File: src/rtl/mem_arbiter_if.sv
`default_nettype none
// ============================================================================
//  Module      : mem_arbiter_if
//  Description : Bundles the IF read port, the EX load/store port and the
//                single-port SRAM bus seen by mem_arbiter.
//                Optional debug master ports exist when MEM_ARB_DBG_EN is
//                defined.
//  Modports    : slave  - arbiter view (requests in, grants/data/SRAM out)
//                master - requester view (requests out, grants/data in)
//  Revision    : 1.0 - initial release
// ============================================================================
interface mem_arbiter_if #(
  parameter int ADDR_W = 32,
  parameter int DATA_W = 32
);
  // IF master
  logic                  if_req_i;
  logic [ADDR_W-1:0]     if_addr_i;
  logic                  if_gnt_o;
  logic                  if_rvalid_o;
  logic [DATA_W-1:0]     if_rdata_o;
  // EX master
  logic                  ex_req_i;
  logic                  ex_we_i;
  logic [ADDR_W-1:0]     ex_addr_i;
  logic [DATA_W-1:0]     ex_wdata_i;
  logic [DATA_W/8-1:0]   ex_be_i;
  logic                  ex_gnt_o;
  logic                  ex_rvalid_o;
  logic [DATA_W-1:0]     ex_rdata_o;
  // pipeline hold
  logic                  hold_o;
  // SRAM side
  logic                  mem_en_o;
  logic                  mem_we_o;
  logic [ADDR_W-1:0]     mem_addr_o;
  logic [DATA_W-1:0]     mem_wdata_o;
  logic [DATA_W/8-1:0]   mem_be_o;
  logic [DATA_W-1:0]     mem_rdata_i;
`ifdef MEM_ARB_DBG_EN
  // debug master
  logic                  dbg_req_i;
  logic                  dbg_we_i;
  logic [ADDR_W-1:0]     dbg_addr_i;
  logic [DATA_W-1:0]     dbg_wdata_i;
  logic                  dbg_gnt_o;
  logic                  dbg_rvalid_o;
  logic [DATA_W-1:0]     dbg_rdata_o;
`endif

  modport slave (
    input  if_req_i, if_addr_i,
    output if_gnt_o, if_rvalid_o, if_rdata_o,
    input  ex_req_i, ex_we_i, ex_addr_i, ex_wdata_i, ex_be_i,
    output ex_gnt_o, ex_rvalid_o, ex_rdata_o,
    output hold_o,
    output mem_en_o, mem_we_o, mem_addr_o, mem_wdata_o, mem_be_o,
    input  mem_rdata_i
`ifdef MEM_ARB_DBG_EN
    , input  dbg_req_i, dbg_we_i, dbg_addr_i, dbg_wdata_i
    , output dbg_gnt_o, dbg_rvalid_o, dbg_rdata_o
`endif
  );

  modport master (
    output if_req_i, if_addr_i,
    input  if_gnt_o, if_rvalid_o, if_rdata_o,
    output ex_req_i, ex_we_i, ex_addr_i, ex_wdata_i, ex_be_i,
    input  ex_gnt_o, ex_rvalid_o, ex_rdata_o,
    input  hold_o
`ifdef MEM_ARB_DBG_EN
    , output dbg_req_i, dbg_we_i, dbg_addr_i, dbg_wdata_i
    , input  dbg_gnt_o, dbg_rvalid_o, dbg_rdata_o
`endif
  );
endinterface
`default_nettype wire

File: src/rtl/mem_arbiter.sv
`default_nettype none
// ============================================================================
//  Module      : mem_arbiter
//  Description : Shares one single-port synchronous SRAM between the IF and
//                EX ports. One access per cycle, EX > IF priority with an IF
//                anti-starvation boost, 1-cycle read data routed back to the
//                owning master, hold request for the pipeline controller.
//  Ports       : clk  - core clock
//                rst  - asynchronous active-high reset
//                bus  - mem_arbiter_if.slave (IF, EX, hold, SRAM signals)
//  Options     : MEM_ARB_DBG_EN - adds a debug master with absolute priority
//  Revision    : 1.0 - initial release
// ============================================================================
module mem_arbiter #(
  parameter int ADDR_W     = 32,
  parameter int DATA_W     = 32,
  parameter int STARVE_MAX = 4
) (
  input  wire logic       clk,
  input  wire logic       rst,
  mem_arbiter_if.slave    bus
);
  localparam int         BE_W       = DATA_W / 8;
  localparam logic [3:0] STARVE_LIM = 4'(STARVE_MAX);

`ifdef MEM_ARB_DBG_EN
  typedef enum logic [1:0] {OWN_NONE = 2'd0, OWN_IF = 2'd1, OWN_EX = 2'd2, OWN_DBG = 2'd3} owner_t;
`else
  typedef enum logic [1:0] {OWN_NONE = 2'd0, OWN_IF = 2'd1, OWN_EX = 2'd2} owner_t;
`endif

  owner_t      owner_q, owner_d;
  logic [3:0]  starve_cnt_q, starve_cnt_d;

  logic              boost;
  logic              dbg_gnt;
  logic              if_gnt;
  logic              ex_gnt;
  logic              mem_en;
  logic              mem_we;
  logic [ADDR_W-1:0] mem_addr;
  logic [DATA_W-1:0] mem_wdata;
  logic [BE_W-1:0]   mem_be;

  always_ff @(posedge clk or posedge rst) begin
    if (rst) begin
      owner_q      <= OWN_NONE;
      starve_cnt_q <= '0;
    end else begin
      owner_q      <= owner_d;
      starve_cnt_q <= starve_cnt_d;
    end
  end

  always_comb begin
    dbg_gnt      = 1'b0;
    mem_en       = 1'b0;
    mem_we       = 1'b0;
    mem_addr     = '0;
    mem_wdata    = '0;
    mem_be       = '0;
    owner_d      = OWN_NONE;
    starve_cnt_d = starve_cnt_q;

    boost = bus.if_req_i && (starve_cnt_q == STARVE_LIM);
`ifdef MEM_ARB_DBG_EN
    dbg_gnt = bus.dbg_req_i;
`endif
    // A boosted IF beats EX but never the debug master.
    if_gnt = !dbg_gnt && bus.if_req_i && (boost || !bus.ex_req_i);
    ex_gnt = !dbg_gnt && bus.ex_req_i && !if_gnt;

    // Any denied IF cycle (including a debug win) counts toward the boost;
    // saturation keeps the boost armed while debug keeps winning.
    if (bus.if_req_i && !if_gnt) begin
      if (starve_cnt_q != STARVE_LIM) begin
        starve_cnt_d = starve_cnt_q + 4'd1;
      end
    end else begin
      starve_cnt_d = '0;
    end

`ifdef MEM_ARB_DBG_EN
    if (dbg_gnt) begin
      mem_en   = 1'b1;
      mem_we   = bus.dbg_we_i;
      mem_addr = bus.dbg_addr_i;
      mem_be   = '1;
      if (bus.dbg_we_i) begin
        mem_wdata = bus.dbg_wdata_i;
      end else begin
        owner_d = OWN_DBG;
      end
    end else
`endif
    if (if_gnt) begin
      mem_en   = 1'b1;
      mem_addr = bus.if_addr_i;
      mem_be   = '1;
      owner_d  = OWN_IF;
    end else if (ex_gnt) begin
      mem_en   = 1'b1;
      mem_we   = bus.ex_we_i;
      mem_addr = bus.ex_addr_i;
      mem_be   = bus.ex_be_i;
      if (bus.ex_we_i) begin
        mem_wdata = bus.ex_wdata_i;
      end else begin
        owner_d = OWN_EX;
      end
    end
  end

  assign bus.if_gnt_o    = if_gnt;
  assign bus.ex_gnt_o    = ex_gnt;
  assign bus.hold_o      = bus.ex_req_i && !ex_gnt;
  assign bus.mem_en_o    = mem_en;
  assign bus.mem_we_o    = mem_we;
  assign bus.mem_addr_o  = mem_addr;
  assign bus.mem_wdata_o = mem_wdata;
  assign bus.mem_be_o    = mem_be;

  // Read data is steered purely from the registered owner so a reset
  // mid-access drops the pending response immediately.
  assign bus.if_rvalid_o = (owner_q == OWN_IF);
  assign bus.if_rdata_o  = (owner_q == OWN_IF) ? bus.mem_rdata_i : '0;
  assign bus.ex_rvalid_o = (owner_q == OWN_EX);
  assign bus.ex_rdata_o  = (owner_q == OWN_EX) ? bus.mem_rdata_i : '0;
`ifdef MEM_ARB_DBG_EN
  assign bus.dbg_gnt_o    = dbg_gnt;
  assign bus.dbg_rvalid_o = (owner_q == OWN_DBG);
  assign bus.dbg_rdata_o  = (owner_q == OWN_DBG) ? bus.mem_rdata_i : '0;
`endif
endmodule
`default_nettype wire

File: src/flat_wrapper.sv
// flat-port wrapper written by rule: the top's interface ports become plain ports
module mem_arbiter_flat 
#(
  parameter int ADDR_W     = 32,
  parameter int DATA_W     = 32,
  parameter int STARVE_MAX = 4
)
  (clk, rst, bus_if_req_i, bus_if_addr_i, bus_if_gnt_o, bus_if_rvalid_o, bus_if_rdata_o, bus_ex_req_i, bus_ex_we_i, bus_ex_addr_i, bus_ex_wdata_i, bus_ex_be_i, bus_ex_gnt_o, bus_ex_rvalid_o, bus_ex_rdata_o, bus_hold_o, bus_mem_en_o, bus_mem_we_o, bus_mem_addr_o, bus_mem_wdata_o, bus_mem_be_o, bus_mem_rdata_i);
  mem_arbiter_if #(.ADDR_W(ADDR_W), .DATA_W(DATA_W)) bus_i ();
  input  wire logic clk;
  input  wire logic rst;
  input wire logic [$bits(bus_i.if_req_i)-1:0] bus_if_req_i;
  input wire logic [$bits(bus_i.if_addr_i)-1:0] bus_if_addr_i;
  output wire logic [$bits(bus_i.if_gnt_o)-1:0] bus_if_gnt_o;
  output wire logic [$bits(bus_i.if_rvalid_o)-1:0] bus_if_rvalid_o;
  output wire logic [$bits(bus_i.if_rdata_o)-1:0] bus_if_rdata_o;
  input wire logic [$bits(bus_i.ex_req_i)-1:0] bus_ex_req_i;
  input wire logic [$bits(bus_i.ex_we_i)-1:0] bus_ex_we_i;
  input wire logic [$bits(bus_i.ex_addr_i)-1:0] bus_ex_addr_i;
  input wire logic [$bits(bus_i.ex_wdata_i)-1:0] bus_ex_wdata_i;
  input wire logic [$bits(bus_i.ex_be_i)-1:0] bus_ex_be_i;
  output wire logic [$bits(bus_i.ex_gnt_o)-1:0] bus_ex_gnt_o;
  output wire logic [$bits(bus_i.ex_rvalid_o)-1:0] bus_ex_rvalid_o;
  output wire logic [$bits(bus_i.ex_rdata_o)-1:0] bus_ex_rdata_o;
  output wire logic [$bits(bus_i.hold_o)-1:0] bus_hold_o;
  output wire logic [$bits(bus_i.mem_en_o)-1:0] bus_mem_en_o;
  output wire logic [$bits(bus_i.mem_we_o)-1:0] bus_mem_we_o;
  output wire logic [$bits(bus_i.mem_addr_o)-1:0] bus_mem_addr_o;
  output wire logic [$bits(bus_i.mem_wdata_o)-1:0] bus_mem_wdata_o;
  output wire logic [$bits(bus_i.mem_be_o)-1:0] bus_mem_be_o;
  input wire logic [$bits(bus_i.mem_rdata_i)-1:0] bus_mem_rdata_i;
  assign bus_i.if_req_i = bus_if_req_i;
  assign bus_i.if_addr_i = bus_if_addr_i;
  assign bus_if_gnt_o = bus_i.if_gnt_o;
  assign bus_if_rvalid_o = bus_i.if_rvalid_o;
  assign bus_if_rdata_o = bus_i.if_rdata_o;
  assign bus_i.ex_req_i = bus_ex_req_i;
  assign bus_i.ex_we_i = bus_ex_we_i;
  assign bus_i.ex_addr_i = bus_ex_addr_i;
  assign bus_i.ex_wdata_i = bus_ex_wdata_i;
  assign bus_i.ex_be_i = bus_ex_be_i;
  assign bus_ex_gnt_o = bus_i.ex_gnt_o;
  assign bus_ex_rvalid_o = bus_i.ex_rvalid_o;
  assign bus_ex_rdata_o = bus_i.ex_rdata_o;
  assign bus_hold_o = bus_i.hold_o;
  assign bus_mem_en_o = bus_i.mem_en_o;
  assign bus_mem_we_o = bus_i.mem_we_o;
  assign bus_mem_addr_o = bus_i.mem_addr_o;
  assign bus_mem_wdata_o = bus_i.mem_wdata_o;
  assign bus_mem_be_o = bus_i.mem_be_o;
  assign bus_i.mem_rdata_i = bus_mem_rdata_i;
  mem_arbiter #(.ADDR_W(ADDR_W), .DATA_W(DATA_W), .STARVE_MAX(STARVE_MAX)) u_core (.clk(clk), .rst(rst), .bus(bus_i));
endmodule
File: config.mk
export PLATFORM = sky130hd
export DESIGN_NAME = mem_arbiter_flat
export DESIGN_NICKNAME = d
export VERILOG_FILES = /design/src/rtl/mem_arbiter_if.sv /design/src/rtl/mem_arbiter.sv /design/src/flat_wrapper.sv
export SDC_FILE = /design/constraint.sdc
export NUM_CORES = 1
export LEC_CHECK = 0
export CORE_AREA = 2 2 108 110
export DETAILED_ROUTE_END_ITERATION = 8
export DIE_AREA = 0 0 110 112
export PLACE_DENSITY = 0.69
export SKIP_LAST_GASP = 1
export SLEW_MARGIN = 15
export SYNTH_ARGS = -nofsm -noshare
export SYNTH_HDL_FRONTEND = slang
export SYNTH_SLANG_ARGS = --single-unit
File: constraint.sdc
create_clock -name clk -period 1.7 [get_ports clk]
set_input_delay 0.255 -clock clk [delete_from_list [all_inputs] [get_ports clk]]
set_output_delay 0.255 -clock clk [all_outputs]
set_load 0.1 [all_outputs]
==> flow_metrics.tcl, run 1 <==
set metrics [dict create \
    outcome "finished with violations" \
    violations "negative setup slack" \
    fin_skew_ps 1.30 \
    routed_wl_um 11100 \
    antenna_found_initial 0 \
    dieWidth_um 110 \
    comb_power_share 0.839 \
    path_buf_inv 3 \
    ios 276 \
    grt_start_max_net_pins 34 \
    cts_root_buffer "clkbuf_16" \
    cp.depth 7 \
    power_leakage_uw 0.00286 \
    drt_iter0_markers 68 \
    p_total_uw 3300 \
    critPathTopFamily "buffers and inverters" \
    hold_viol_final 0 \
    cts_tree "yes" \
    worstSkewPairLatency_ps 230 \
    post-route-util 0.611 \
    std_cell_rows 39 \
    switching_power_uw 1710 \
    finalInstanceArea_mm2 0.00683 \
    crit_type "reg -> out" \
    vdd_ir_drop_max_mv 0.303 \
    p_per_area_mw_per_mm2 484 \
    rr_worst_depth 6 \
    die_area_mm2 0.0123 \
    synthToLayoutAreaGrowth_pct 347 \
    hold_path_class "in -> async" \
    slowest_delay_ps 380 \
    rsz0062_at_grt "true" \
    worst_path_most_repeated_cell "buf_12" \
    maxCapViolations 0 \
    synth.avg_cell_area_um2 6.11 \
    maxSlewHeadroom 0.826 \
    clkTransAtPathRegs_ps 30 \
    cell_internal_pwr_uw 1590 \
    ctsHoldBuffers 0 \
    io_buffer_count 275 \
    htreeDepth 1 \
    cts.sinks 6 \
    setup_viol 72 \
    p_seq_frac 0.046 \
    drc 0 \
    cp.arrival_ps 1690 \
    fin_hold_ws_ps 295 \
    yosysWarnings 0 \
    clockPowerShare 0.115 \
    cp.required_ps 1440 \
    dp_hpwl_um 9480 \
    synth_seq_area_share 0.0984 \
    clock_path_buffers 2 \
    ys_ff_latch 6 \
    cts_buffers 3 \
    drv_slew 0 \
    netlist_area_mm2 0.00153 \
    critPathLaunchType "flip-flop" \
    ant_nets 0 \
    worst_pin_slew_ps 260 \
    synth_cell_type_count 23 \
    grt_pass1_vias 3013 \
    grtUsageTotal 0.164 \
    die_h_um 112 \
    dr.pass1.iters 4 \
    period_needed_ps 1950 \
    cp_cell_sequence "inv_2 -> ha_4 -> nand4b_4 -> and2_4 -> buf_12 -> a21o_4 -> buf_12" \
    post-route-period-util 1.15 \
    core_mm2 0.0112 \
    gp_congestion 0.845 \
    drive_above_1_share 0.581 \
    worst_slack_ps -249 \
    nets 678 \
    dpl_cell_area_mm2 0.00655 \
    gr-total-overflow 0 \
    initial_core_util 0.137 \
    crit_fanout 9 \
    synth_fp_nets 389 \
    synthCells 250 \
    finalSetupTns_ps -15800 \
    cpMaxStageDelayCell "dfrtp_1" \
    vias_per_cell 4.21 \
    netSwitchingFraction 0.519 \
    grt_first_pass_wirelength_um 15600 \
    cp-end-kind "output port" \
    num_vias 2864 \
    max_freq_mhz 513 \
    detail_route.wl_per_cell_um 16.3 \
]
what timing repair did:
action                                 in CTS  in global routing
buffers inserted                            3                  3
endpoints found under the hold margin       0                  0
setup endpoints to repair                  73                109
cloned                                      0                  5
pin swaps                                   2                  2
gates resized for setup                    10                  7
layer usage:
metal,part of all wire,GRT usage
met1,0.33,0.165
met2,0.54,0.312
met3,0.11,0.0521
met4,0.018,0.0464
met5,0,0
path summary, 6_finish.rpt:
kind | start | endpoint | slack (ps)
worst max register to register | u_core.starve_cnt_q[0] | u_core.starve_cnt_q[1] | 330
worst min-delay path | rst | u_core.starve_cnt_q[3] | 300
min in group clk | u_core.starve_cnt_q[0] | u_core.starve_cnt_q[0] | 560
worst max-delay path | u_core.starve_cnt_q[0] | bus_mem_be_o[0] | -250
worst min register to register | u_core.starve_cnt_q[0] | u_core.starve_cnt_q[0] | 560
max in group asynchronous | rst | u_core.starve_cnt_q[1] | 1200
cell usage after synthesis, drive strengths merged:
master  number  area (µm²)
xnor2        1        8.76
nand4b       1        23.8
buf          5        38.8
a21oi        1        5.00
ha           2        25.0
a21o         4        30.0
inv          5        18.8
nand3       34         170
nand2       33         124
and2        97         609
dfrtp        6         150
and3         2        12.5
nor2b        3        18.8
nor2         4        15.0
clkbuf      19        73.8
xor2         1        8.76
o21ai       32         194
cells by family after synthesis:
logic type	share of synthesized area
DFF	0.0984
adders and majority gates	0.0164
buffers and inverters	0.0861
AOI/OAI and AO/OA	0.150
xor gates and xnor gates	0.0115
and+or+nand+nor	0.638
worst register-to-register path, stage by stage (launching register included):
cell and delay [ps]:
dfrtp_1 380, inv_2 70, ha_4 140, nand4b_4 120, and2_4 210, buf_12 160
and3_1 180
placed cells by master, fill, tap and decap left out, types with 5 or more instances in the layout:
master and count:
buf_12 148, clkdlybuf4s50_1 134, and2_4 51, and2_2 40, nand3_1 34, nand2_1 32, o21ai_4 32, buf_4 15
and2_1 6, clkbuf_16 6, dfrtp_1 6, buf_6 5
power groups by stage:
stage          Combinational, µW  Clock, µW  Sequential (µW)
6_report                    2770        380              152
4_1_cts                     2770        386              151
3_5_place_dp                2750          0              153
3_3_place_gp                2730          0              152
2_1_floorplan               1590          0              153
5_1_grt                     2860        400              152
flip-flops by register name, indices dropped and copies added (netlist names):
name,count
u_core.owner_q,2
u_core.starve_cnt_q,4
per-stage QoR:
stage | setup WS (ps) | cells
after global placement | -377 | 667
after floorplan | -442 | 250
after CTS | -261 | 673
after global routing | -306 | 680
after detailed placement | -379 | 667
final | -249 | 681
cell type report:
cell class	instances	area, µm²
flip-flops and latches	6	150
fillers	866	4350
diodes	1	2.50
inverters	5	18.8
multi-input cells	215	1820
repair buffers	308	4580
well taps	143	179
clock buffers	3	75.1
(Power assumes the default switching activity.)
==> inputs of run 2 (changes only) <==
SLEW_MARGIN = not set   (was 15)
==> results of run 2 <==
Same layout as run 1: the final DEF is identical, and so are final timing and power.
==> inputs of run 3 (changes only) <==
PLACE_DENSITY = 0.68   (was 0.69)
RECOVER_POWER = 25   (was not set)
SETUP_SLACK_MARGIN = 0.02   (was not set)
==> run 3 against run 2 <==
Compared with the run above: die area did not move; highest routed layer unchanged; total power grew 1.8%; the flow still finishes with violations (negative setup slack); critical path type unchanged; first-iteration DRC count fell by 18%.
==> flow_metrics.tcl, run 3 (same netlist as run 1, synthesis figures left out) <==
set metrics [dict create \
    outcome "finished with violations" \
    violations "negative setup slack" \
    cts_root_buffer "clkbuf_16" \
    gp_congestion 0.842 \
    finalInstanceArea_mm2 0.00698 \
    p_seq_frac 0.045 \
    final_cells 683 \
    setup_viol 90 \
    antenna_found_initial 0 \
    most-common-layout-cells "buf_12, clkdlybuf4s50_1, and2_4" \
    fin_skew_ps 0.879 \
    core_mm2 0.0112 \
    p_total_uw 3360 \
    worstSkewPairLatency_ps 220 \
    grt_pass1_vias 3063 \
    slowest_delay_ps 370 \
    cpMaxStageDelayCell "dfrtp_1" \
    detail_route.wl_per_cell_um 17.4 \
    std_cell_rows 39 \
    maxCapViolations 0 \
    drv_slew 0 \
    maxSlewHeadroom 0.826 \
    drt_iter0_markers 56 \
    cell_internal_pwr_uw 1620 \
    worst_slack_ps -291 \
    clkTransAtPathRegs_ps 30 \
    layout_commonest_cell "buf_12" \
    max_freq_mhz 502 \
    cp.required_ps 1440 \
    n_antenna_cell 0 \
    clock_path_buffers 2 \
    placed_cells 666 \
    grtUsageTotal 0.176 \
    vias_per_cell 4.25 \
    worst_pin_slew_ps 261 \
    regArea_um2 150 \
    dieWidth_um 110 \
    grt_start_max_net_pins 34 \
    switching_power_uw 1740 \
    cts.sinks 6 \
    die_h_um 112 \
    die_area_mm2 0.0123 \
    grt_first_pass_wirelength_um 16800 \
    crit_type "reg -> out" \
    largest_register_ffs 4 \
    clockPowerShare 0.113 \
    worst_path_most_repeated_cell "buf_12" \
    netSwitchingFraction 0.517 \
    top_register "u_core.starve_cnt_q" \
    ctsHoldBuffers 0 \
    post-route-period-util 1.17 \
    io_buffer_count 275 \
    critPathLaunchType "flip-flop" \
    initial_core_util 0.137 \
    ios 276 \
    rsz0062_at_grt "true" \
    synthToLayoutAreaGrowth_pct 357 \
    hold_viol_final 0 \
    routed_wl_um 11900 \
    nets 681 \
    num_vias 2902 \
    p_per_area_mw_per_mm2 482 \
    dpl_cell_area_mm2 0.00652 \
    comb_power_share 0.842 \
    period_needed_ps 1990 \
    cp-end-kind "output port" \
    multi_input_area_mm2 0.00190 \
    gr-total-overflow 0 \
    drive_above_1_share 0.607 \
    ant_nets 0 \
    crit_fanout 11 \
    drc 0 \
    cts_buffers 3 \
    dr.pass1.iters 4 \
    power_leakage_uw 0.00293 \
    cts_tree "yes" \
    vdd_ir_drop_max_mv 0.429 \
    reg_top3 "u_core.starve_cnt_q (4), u_core.owner_q (2)" \
    hold_path_class "in -> async" \
    dp_hpwl_um 9720 \
    cp.arrival_ps 1740 \
    fillers 852 \
    htreeDepth 1 \
    cp_cell_sequence "inv_1 -> ha_2 -> nand4b_4 -> and2_4 -> buf_12 -> o21ai_4 -> buf_12" \
]
[run 3: cell types whose count changed in the layout (fill, tap and decap cells not counted), moves of 2 or more]
cell,previous run,this run
and2_1,6,3
and2_2,40,29
and2_4,51,65
buf_16,0,2
buf_4,15,17
clkbuf_16,6,8
inv_1,3,5
inv_2,2,0
nand3_1,34,22
nand3_2,0,12
nor2b_2,2,0
nor2b_4,0,2
[run 3: timing repair]
action | 4_1_cts | 5_1_grt
resized for setup | 19 | 25
cloned | 2 | 5
setup endpoints to repair | 73 | 109
pin swaps | 4 | 10
setup buffers | 6 | 1
[run 3: layer usage]
metal  share of wire  vias to the layer above  global-route usage
met5               0                        -                   0
met3            0.12                       10              0.0638
li1                -                     1389                   -
met4           0.012                        0              0.0329
met1            0.30                     1335               0.166
met2            0.57                      168               0.352
[run 3: final cells by class]
type / count / share of cell area
flip-flops and latches: 6 / 0.0215
well taps: 143 / 0.0256
clock buffers: 3 / 0.0108
multi-input cells: 215 / 0.272
inverters: 5 / 0.00269
repair buffers: 311 / 0.667
[run 3: power groups by stage]
| stage | clock, µW | sequential, µW | combinational [µW] |
|---|---|---|---|
| floorplan | 0 | 153 | 1590 |
| finish | 379 | 152 | 2830 |
| detailed placement | 0 | 153 | 2740 |
| CTS | 383 | 151 | 2790 |
| global placement | 0 | 152 | 2710 |
| global route | 396 | 153 | 2910 |
[run 3: path summary, 6_finish.rpt]
path                                   startpoint                endpoint  slack, ps  cells after the start
setup / recovery           u_core.starve_cnt_q[1]      bus_mem_addr_o[10]       -290                      7
hold / removal                                rst  u_core.starve_cnt_q[2]        400                      2
setup reg to reg           u_core.starve_cnt_q[1]  u_core.starve_cnt_q[1]        280                      6
hold reg to reg            u_core.starve_cnt_q[3]  u_core.starve_cnt_q[3]        560                      2
max in group asynchronous                     rst  u_core.starve_cnt_q[3]       1090                      2
min in group clk                     bus_if_req_i  u_core.starve_cnt_q[1]        560                      2
[run 3: critical path: cells and delay by family, from the launching register on]
family | cells | cell delay [ps]
DFF | 1 | 370
AOI/OAI and AO/OA | 1 | 200
and+or+nand+nor | 2 | 320
adders and majority gates | 1 | 190
buffers and inverters | 3 | 420
[run 3: per-stage QoR]
step	utilization	TNS [ps]	hold WS [ps]	setup WS, ps
after CTS	0.607	-19070	280	-302
after detailed placement	0.584	-26430	512	-430
final	0.625	-18840	402	-291
after floorplan	-	-15760	46.0	-442
after global placement	0.584	-23530	506	-383
after global routing	0.625	-25290	435	-355
